`src/rtl/flex_counter_ext.sv`:
```
// flex_counter_ext: up/down counter with a programmable rollover value.
// The count can wrap or saturate at its end values, and an enable prescaler
// controls how often it steps. A registered pulse marks each wrap.
module flex_counter_ext #(
    parameter int NUM_BITS      = 10,
    parameter int PRESCALE_BITS = 4
) (
    input  logic                     clk,
    input  logic                     rst,
    input  logic                     clear,
    input  logic                     count_enable,
    input  logic                     load,
    input  logic [NUM_BITS-1:0]      load_val,
    input  logic                     up_down,
    input  logic                     saturate,
    input  logic [NUM_BITS-1:0]      rollover_val,
    input  logic [PRESCALE_BITS-1:0] prescale_val,
    output logic [NUM_BITS-1:0]      count_out,
    output logic                     rollover_flag,
    output logic                     wrap_pulse
);

    localparam logic [NUM_BITS-1:0]      CNT_ONE = NUM_BITS'(1);
    localparam logic [PRESCALE_BITS-1:0] PRE_ONE = PRESCALE_BITS'(1);

    logic [PRESCALE_BITS-1:0] prescaler;
    logic                     step;
    logic [NUM_BITS-1:0]      next_count;
    logic                     next_wrap;

    // An enabled cycle steps the count when the prescaler has reached the
    // programmed period. It also steps when the prescaler has passed that
    // period, which happens if prescale_val was lowered while counting.
    assign step = count_enable && (prescaler >= prescale_val);

    // The terminal value depends on direction: rollover_val when counting up, 0 when counting down.
    assign rollover_flag = up_down ? (count_out == rollover_val) : (count_out == '0);

    // Value the count takes on a step, and whether that step wraps.
    // All arithmetic stays at NUM_BITS width. The comparisons keep +1 and -1 from carrying out.
    always_comb begin
        next_count = count_out;
        next_wrap  = 1'b0;
        if (up_down) begin
            if (count_out < rollover_val) begin
                next_count = count_out + CNT_ONE;
            end else if (!saturate) begin
                next_count = '0;
                next_wrap  = 1'b1;
            end
        end else begin
            if (count_out != '0) begin
                next_count = count_out - CNT_ONE;
            end else if (!saturate) begin
                next_count = rollover_val;
                next_wrap  = 1'b1;
            end
        end
    end

    // State update in priority order: reset, clear, load, then prescaled step.
    always_ff @(posedge clk) begin
        if (rst) begin
            count_out  <= '0;
            prescaler  <= '0;
            wrap_pulse <= 1'b0;
        end else if (clear) begin
            count_out  <= '0;
            prescaler  <= '0;
            wrap_pulse <= 1'b0;
        end else if (load) begin
            count_out  <= load_val;
            prescaler  <= '0;
            wrap_pulse <= 1'b0;
        end else begin
            wrap_pulse <= 1'b0;
            if (step) begin
                prescaler  <= '0;
                count_out  <= next_count;
                wrap_pulse <= next_wrap;
            end else if (count_enable) begin
                prescaler <= prescaler + PRE_ONE;
            end
        end
    end

endmodule
```
`config.mk`:
```
export PLATFORM = sky130hd
export DESIGN_NAME = flex_counter_ext
export DESIGN_NICKNAME = d
export VERILOG_FILES = /design/src/rtl/flex_counter_ext.sv
export SDC_FILE = /design/constraint.sdc
export NUM_CORES = 1
export LEC_CHECK = 0
export BUFFER_PORTS_ARGS = -buffer_cell sky130_fd_sc_hd__clkbuf_2
export CAP_MARGIN = 10
export CORE_MARGIN = 2
export CORE_UTILIZATION = 26
export CTS_CLUSTER_DIAMETER = 60
export DETAILED_ROUTE_END_ITERATION = 8
export GPL_TIMING_DRIVEN = 0
export PLACE_DENSITY = 0.47
export SETUP_SLACK_MARGIN = 0.05
export SYNTH_ARGS = -nofsm -noshare
export SYNTH_HDL_FRONTEND = slang
export SYNTH_SLANG_ARGS = --single-unit
export TNS_END_PERCENT = 5
```
`constraint.sdc`:
```
create_clock -name clk -period 2.8 [get_ports clk]
set_input_delay 0.14 -clock clk [delete_from_list [all_inputs] [get_ports clk]]
set_output_delay 0.14 -clock clk [all_outputs]
set_load 0.01 [all_outputs]
```
---- Word level (Yosys, flattened, before mapping) ----
Cells that the tools add are included.
storage, ports and cells
  output and inout port bits .............. 12
  register bits ........................... 15
  word-level logic and storage cells ...... 32
  input port bits ......................... 31
operators by class
  multiplexer cells ....................... 12
  magnitude comparators ................... 2
  bitwise operators ....................... 1
  eq/ne operators ......................... 3
  $add $sub $neg .......................... 3
  reduce and logical (&&, ||, !) cells .... 8
operator list
  cell                                                                  count
  10-bit 2-to-1 mux                                                     7
  10-bit by 1-bit adder with 10-bit output, second input constant       1
  10-bit equality test                                                  1
  10-bit zero test                                                      1
  10-bit less-than comparator                                           1
  10-bit nonzero test                                                   1
  10-bit by 1-bit subtractor with 10-bit output, second input constant  1
  4-bit by 3-bit != test with 1-bit output, second input constant       2
  4-bit OR reduction                                                    2
  1-bit 2-to-1 mux                                                      5
  4-bit by 1-bit adder with 4-bit output, second input constant         1
  4-bit greater-or-equal comparator                                     1
  3-bit AND reduction                                                   1
  2-bit nonzero test                                                    1
  2-bit OR reduction                                                    1
  1-bit logical AND                                                     1
  1-bit NOT                                                             1

---- Logic depth before layout (Yosys ltp) ----
Gate-level depths: netlist of the first run.
  depth after elaboration ................. 5
  mapped depth ............................ 8

---- Worst setup path after synthesis of the first run ----
No wires, ideal clock.
  kind .................................... flip-flop to flip-flop
  start ................................... register count_out[0]
  end ..................................... register count_out[9]
  library setup time ...................... 0.117 ns
  period minus slack after synthesis ...... 2.146 ns
  stages on the path, launching flop included .. 8
  arrival time ............................ 2.029 ns
  buffers on the path ..................... 0
  data required time ...................... 2.683 ns
  setup slack ............................. 0.654 ns
  cells stage by stage .................... dfxtp_1 > inv_1 > ha_1 > nor2b_1 > a31oi_1 > and2b_1 > a31o_2 > a32o_1
between the ends
  word-level cells in the longest chain between the ends .. 5
RTL lines
  item                                                                   RTL line  source
  start: declaration                                                     18        output logic [NUM_BITS-1:0] count_out,
  start signal: assignment                                               72        count_out <= load_val;
  start signal: assignment                                               79        count_out <= next_count;
  10-bit by 1-bit subtractor with 10-bit output (tied with other cells)  53        next_count = count_out - CNT_ONE;
  10-bit 2-to-1 mux, on equally long branches                            52, 45
  10-bit 2-to-1 mux                                                      44        if (up_down) begin
  10-bit 2-to-1 mux                                                      77        if (step) begin
  10-bit 2-to-1 mux                                                      71        end else if (load) begin
Several ways; a longest one is shown, not always the timed one. The select of a mux whose other input is x is not followed.
A chain may end at the register's enable or synchronous reset.

---- Worst setup path after layout of the first run ----
  start ................................... register count_out[0]
  end ..................................... register count_out[4]
The elaborated chain is that of the path after synthesis.

==> flow_summary.toml, run 1 <==
[route]
wirelength_um = 5232
initialDrtViolationCount = 188
antenna_left = 0
post_drt_wl_per_cell_um = 15.34
drc_errors = 0
num_vias = 1775
firstDrtPassIters = 4
vias_per_cell = 5.205

[finish]
fillCellCount = 727
nets = 314
utilization_pct = 32.41
areaGrowthSynthToFinish_pct = 20.20
num_antenna_cells = 0
fin_area_um2 = 2069
register_area_um2 = 300.3
layout-drive-gt1-share_pct = 23.48
multi_input_area_um2 = 1289

[worst_setup_path]
critical_path_class = "reg -> reg"
rr_endpoint = "count_out[4]"
r2r_slack_ns = 0.31
worstRegToRegCells = 7
arrival_ns = 2.63
critical_path.endpoint_type = "register"
cp-start-kind = "register"
path_max_fanout = 7
rr_startpoint = "count_out[0]"
critPathRequiredTime_ns = 2.95

[grt]
grt_usage_pct = 14.24
grt_overflow_total = 0
grt_use_met3_pct = 1.848
grt_pass1_vias = 1636
grt_max_degree = 11
met2_usage_pct = 23.37
met1_usage_pct = 19.58
antenna_found_initial = 0
grt_pass1_wl_um = 8155
busiest_layer = "met2"

[sta]
finalSetupTns_ns = 0
min_period_ns = 2.488
slew_viol_final = 0
setup-violations-final = 0
hold_viol_final = 0
skew_ns = 0.005298
fin_ws_ns = 0.3121
post-route-period-util_pct = 88.86
fmax_mhz = 401.9
tightest_slew_ns = 0.7805
rsz0062_at_grt = "no"
max_slew_margin_pct = 47.65

[yosys]
avgSynthCellArea_um2 = 7.826
syn_area_um2 = 1722
synth-edff-count = 0
syn_nets = 269
synth-seq-cells = 15
synth.distinct_cells = 56
synthArstFlopShare_pct = 0
ys_seq_area_share_pct = 17.44
synthesis.instances = 220
ys_warn_count = 0
ys.flop_type = "dfxtp_1"

[floorplanning]
die_area_um2 = 7289
die_w_um = 85.38
io_pins = 43
rows = 29
core_area_um2 = 6386
die_h_um = 85.38
initial_utilization_pct = 26.96

[placed_design]
portBuffers = 40
dpl.hpwl_um = 4233
placed_cell_area_um2 = 2018
routabilityCongestion = 0.8421
dp_slack_ns = 0.08382

[power]
clockPowerShare_pct = 27.3
p_int_w = 0.0004356
p_sw_share_pct = 36.67
vdd_drop_max_v = 0.0001712
p_sw_w = 0.0002522
leakagePower_nw = 0.9356
combPwrFrac_pct = 38.7
powerDensity_nw_per_um2 = 332.4
p_seq_share_pct = 34.0

[clocking]
insertion_delay_ns = 0.25
cts_tree = "built"
clock_path_buffers = 2
clockRootBuffer = "clkbuf_8"
numCtsBuffers = 3
post-cts-setup-buffer-count = 0
cts_sinks = 15
clkSlewWorstSetupHoldPaths_ns = 0.07
cts_resized = 0
htree_levels = 1
cts_hold_buf = 0

[hold_path]
hold-path-endpoint = "wrap_pulse"
hold_class = "in -> reg"
min_from = "saturate"
holdPathStages = 2

[outcome]
outcome = "complete, no violations"

[run]
cap_violations = 0
==> layer usage <==
layer / vias up / part of all wire (%)
met5: - / 0
met4: 0 / 0.80
met3: 4 / 5.0
met2: 49 / 47
met1: 809 / 47
li1: 913 / -
==> kinds of logic after synthesis <==
logic type	synth area share (%)
simple gates	25.22
compound gates	25.58
buf+inv	7.995
fa+ha+maj	13.08
flops	17.44
xor+xnor	7.122
mux	3.561
==> area by class of cell <==
cell class | instances | share of cell area (%)
Sequential cell | 15 | 14.51
Timing Repair Buffer | 40 | 9.674
Clock inverter | 1 | 0.2418
Tap cell | 77 | 4.655
Buffer | 10 | 2.297
Inverter | 24 | 4.353
Clock buffer | 3 | 1.995
Multi-Input combinational cell | 171 | 62.27
==> worst max path at each step <==
| stage | from | end | slack [ns] | depth (start not counted) |
|---|---|---|---|---|
| 6_report | count_out[0] | count_out[4] | 0.31 | 7 |
| 3_3_place_gp | count_out[0] | count_out[4] | 0.06 | 7 |
| 3_5_place_dp | count_out[0] | count_out[2] | 0.08 | 7 |
| 5_1_grt | count_out[0] | count_out[2] | 0.12 | 8 |
| 2_1_floorplan | count_out[0] | count_out[9] | 0.65 | 7 |
| 4_1_cts | count_out[1] | count_out[2] | 0.06 | 7 |
==> Yosys cell counts, drive strengths merged, types with 3 or more instances <==
cell type	n	area, um^2
nand3	10	50.05
o21ai	8	40.04
ha	18	225.2
dfxtp	15	300.3
nand2	7	26.28
xnor2	7	61.31
mux2i	5	50.05
or3	3	23.77
a32o	6	60.06
a21oi	9	45.04
nor3	8	45.04
inv	24	90.09
xor2	7	61.31
a31oi	4	25.02
nor2	14	52.55
o221ai	4	35.03
a211oi	4	30.03
and3	3	18.77
buf	8	40.04
nand2b	6	37.54
nor4	3	33.78
nand4	6	37.54
==> placed cells by master, fill, tap and decap left out, types with 2 or more instances in the layout <==
cell	instances
nand3_1	10
clkbuf_1	2
a221o_1	2
nor4_1	2
o211ai_1	2
a211o_1	2
dfxtp_1	15
buf_2	8
nor2_1	14
xor2_1	7
a32o_1	6
nor2b_1	2
a21oi_1	9
inv_1	24
mux2i_1	5
clkbuf_8	3
xnor2_1	7
and3_1	3
or3_1	2
a221oi_1	2
clkbuf_2	40
o21ai_0	8
and2_1	2
a31oi_1	4
ha_1	18
o221ai_1	4
nor3_1	7
o21a_1	2
a311oi_1	2
a211oi_1	3
nand2b_1	6
nand4_1	6
nand2_1	7
or2_2	2
==> power groups by stage <==
stage | clock [W] | sequential (W) | combinational, W
3_5_place_dp | 0 | 0.000239 | 0.000263
3_3_place_gp | 0 | 0.000239 | 0.000266
6_report | 0.000187 | 0.000234 | 0.000266
4_1_cts | 0.000194 | 0.000234 | 0.000264
5_1_grt | 0.000202 | 0.000235 | 0.000296
2_1_floorplan | 0 | 0.000237 | 0.000183
==> state kept, by name (all words and copies together) (netlist names) <==
signal / flops
count_out: 10
wrap_pulse: 1
prescaler: 4
==> through the flow <==
stage	power, W	hold WS, ns	cells
3_5_place_dp	0.0005019	0.3818	337
3_3_place_gp	0.0005045	0.3811	337
6_report	0.0006878	0.1041	341
5_1_grt	0.0007325	0.1213	341
2_1_floorplan	0.0004206	0.2181	220
4_1_cts	0.0006918	0.1051	341
==> worst max-delay path, stage by stage, from the launching register on <==
cell     delay, ns
dfxtp_1       0.48
inv_1         0.19
ha_1          0.26
nor2b_1       0.20
a31oi_1       0.46
and2b_1       0.27
a31o_2        0.31
a32o_1        0.21
No activity file was read; power rests on OpenSTA's default activity.
==> inputs of run 2 (changes only) <==
--- a/config.mk
+++ b/config.mk
@@ -13,6 +13,7 @@
 export DETAILED_ROUTE_END_ITERATION = 8
 export GPL_TIMING_DRIVEN = 0
 export PLACE_DENSITY = 0.47
+export REMOVE_ABC_BUFFERS = 1
 export SETUP_SLACK_MARGIN = 0.05
 export SYNTH_ARGS = -nofsm -noshare
 export SYNTH_HDL_FRONTEND = slang
==> run 2 against run 1 <==
Against the previous run:
- non-clock buffer count shrank 8
- first-iteration DRC count down 14%
- combinational power down 6%
- via count down 0.17%
==> flow_summary.toml, run 2 (same netlist as run 1, synthesis figures left out) <==
[clocking]
numCtsBuffers = 3
cts_sinks = 15
insertion_delay_ns = 0.25
clkSlewWorstSetupHoldPaths_ns = 0.07
clockRootBuffer = "clkbuf_8"
clock_path_buffers = 2
htree_levels = 1
cts_tree = "built"
cts_hold_buf = 0

[sta]
post-route-period-util_pct = 90.75
tightest_slew_ns = 0.6715
max_slew_margin_pct = 54.96
hold_viol_final = 0
min_period_ns = 2.541
fin_ws_ns = 0.2589
slew_viol_final = 0
fmax_mhz = 393.5
setup-violations-final = 0
skew_ns = 0.01445
rsz0062_at_grt = "no"

[placed_design]
portBuffers = 42
dp_slack_ns = -0.06339
place_inst = 329
routabilityCongestion = 0.8666
placed_cell_area_um2 = 1981
dpl.hpwl_um = 3958

[grt]
grt_pass1_vias = 1620
grt_pass1_wl_um = 8280
antenna_found_initial = 0
grt_usage_pct = 13.96
grt_overflow_total = 0
grt_max_degree = 21

[worst_setup_path]
worstRegToRegCells = 6
cp-start-kind = "register"
arrival_ns = 2.71
slowest_delay_ns = 0.64
cp_top_family = "compound AO/OA/AOI/OAI gates"
cp_slowest_cell = "dfxtp_1"
path_max_fanout = 15
cp_cell_sequence = "ha_1, a21oi_1, o21ai_0, a211o_1, a211o_1, o32ai_1"
critPathRequiredTime_ns = 2.96
startpoint = "count_out[3]"
cp_common_cell = "a211o_1"
cp.buffers_inverters = 0
critical_path_class = "reg -> reg"
rr_startpoint = "count_out[3]"
r2r_slack_ns = 0.26
critical_path.endpoint_type = "register"
rr_endpoint = "count_out[8]"

[finish]
layout-drive-gt1-share_pct = 22.27
layout_common_cells = "clkbuf_2, inv_1, ha_1, nor2_1, dfxtp_1"
nets = 306
areaGrowthSynthToFinish_pct = 18.10
reg_top3 = "count_out x10, prescaler x4, wrap_pulse x1"
final_common_cell = "clkbuf_2"
top_register = "count_out"
fin_area_um2 = 2033
largest_register_ffs = 10
stdcell_count = 333
num_antenna_cells = 0

[floorplanning]
die_w_um = 85.38
initial_utilization_pct = 26.96
rows = 29
die_h_um = 85.38
die_area_um2 = 7289
io_pins = 43
core_area_um2 = 6386

[route]
vias_per_cell = 5.321
antenna_left = 0
post_drt_wl_per_cell_um = 14.94
initialDrtViolationCount = 162
num_vias = 1772
wirelength_um = 4976
drc_errors = 0
firstDrtPassIters = 4

[power]
leakagePower_nw = 0.9034
powerDensity_nw_per_um2 = 329.8
p_total_w = 0.0006706
vdd_drop_max_v = 0.0001291

[hold_path]
hold-path-endpoint = "wrap_pulse"
min_from = "saturate"
holdPathStages = 2
hold_class = "in -> reg"

[outcome]
outcome = "complete, no violations"

[run]
cap_violations = 0
[run 2: worst reg2reg max path: cells and delay by family, from the launching register on]
kind,cells,cell delay (ns)
AO/OA/AOI/OAI,5,1.48
flip-flops,1,0.64
adder cells (fa/ha/maj),1,0.35
[run 2: power by group]
part	switching (W)	leakage, nW	internal, W
Sequential	0.0000224	0.122	0.000220
Clock	0.0000787	0.0255	0.0000985
Combinational	0.000137	0.756	0.000113
[run 2: repair_timing]
| action | in CTS | in global routing |
|---|---|---|
| buffers inserted | 0 | 0 |
| gates resized for setup | 1 | 1 |
| pin swaps | 0 | 0 |
| setup endpoints to repair | 5 | 7 |
[run 2: how the worst max path moves through the flow]
stage / depth (start not counted) / to / slack [ns]
after CTS: 6 / count_out[4] / 0.12
after global placement: 6 / count_out[2] / -0.08
after detailed placement: 6 / count_out[4] / -0.06
final: 6 / count_out[8] / 0.26
after floorplan: 6 / count_out[2] / 0.51
after global routing: 6 / count_out[8] / 0.08
[run 2: per-layer routing]
layer | track usage [%] | vias to the layer above | share of wire [%] | routed length, um
met1 | 20.09 | 833 | 49 | 2414
met2 | 22.59 | 39 | 46 | 2283
met5 | 0 | - | 0 | 0
li1 | - | 898 | - | -
met4 | 2.597 | 0 | 0.30 | 15
met3 | 1.556 | 2 | 5.3 | 262
[run 2: cell type report]
type	count	area (um^2)
clock buffer	3	41.29
clock inverter	1	5.005
fill	713	4353
inverter	24	90.09
multi-input combinational	171	1289
sequential	15	301.5
tap	77	96.34
timing repair buffer	42	210.2
[run 2: stage by stage]
step	utilization [%]	hold slack (ns)	setup TNS, ns
after floorplan	-	0.2181	0
after detailed placement	31.01	0.3861	-0.2940
final	31.84	0.1168	0
after CTS	31.82	0.1112	0
after global placement	31.01	0.3857	-0.3689
after global routing	31.84	0.1304	0
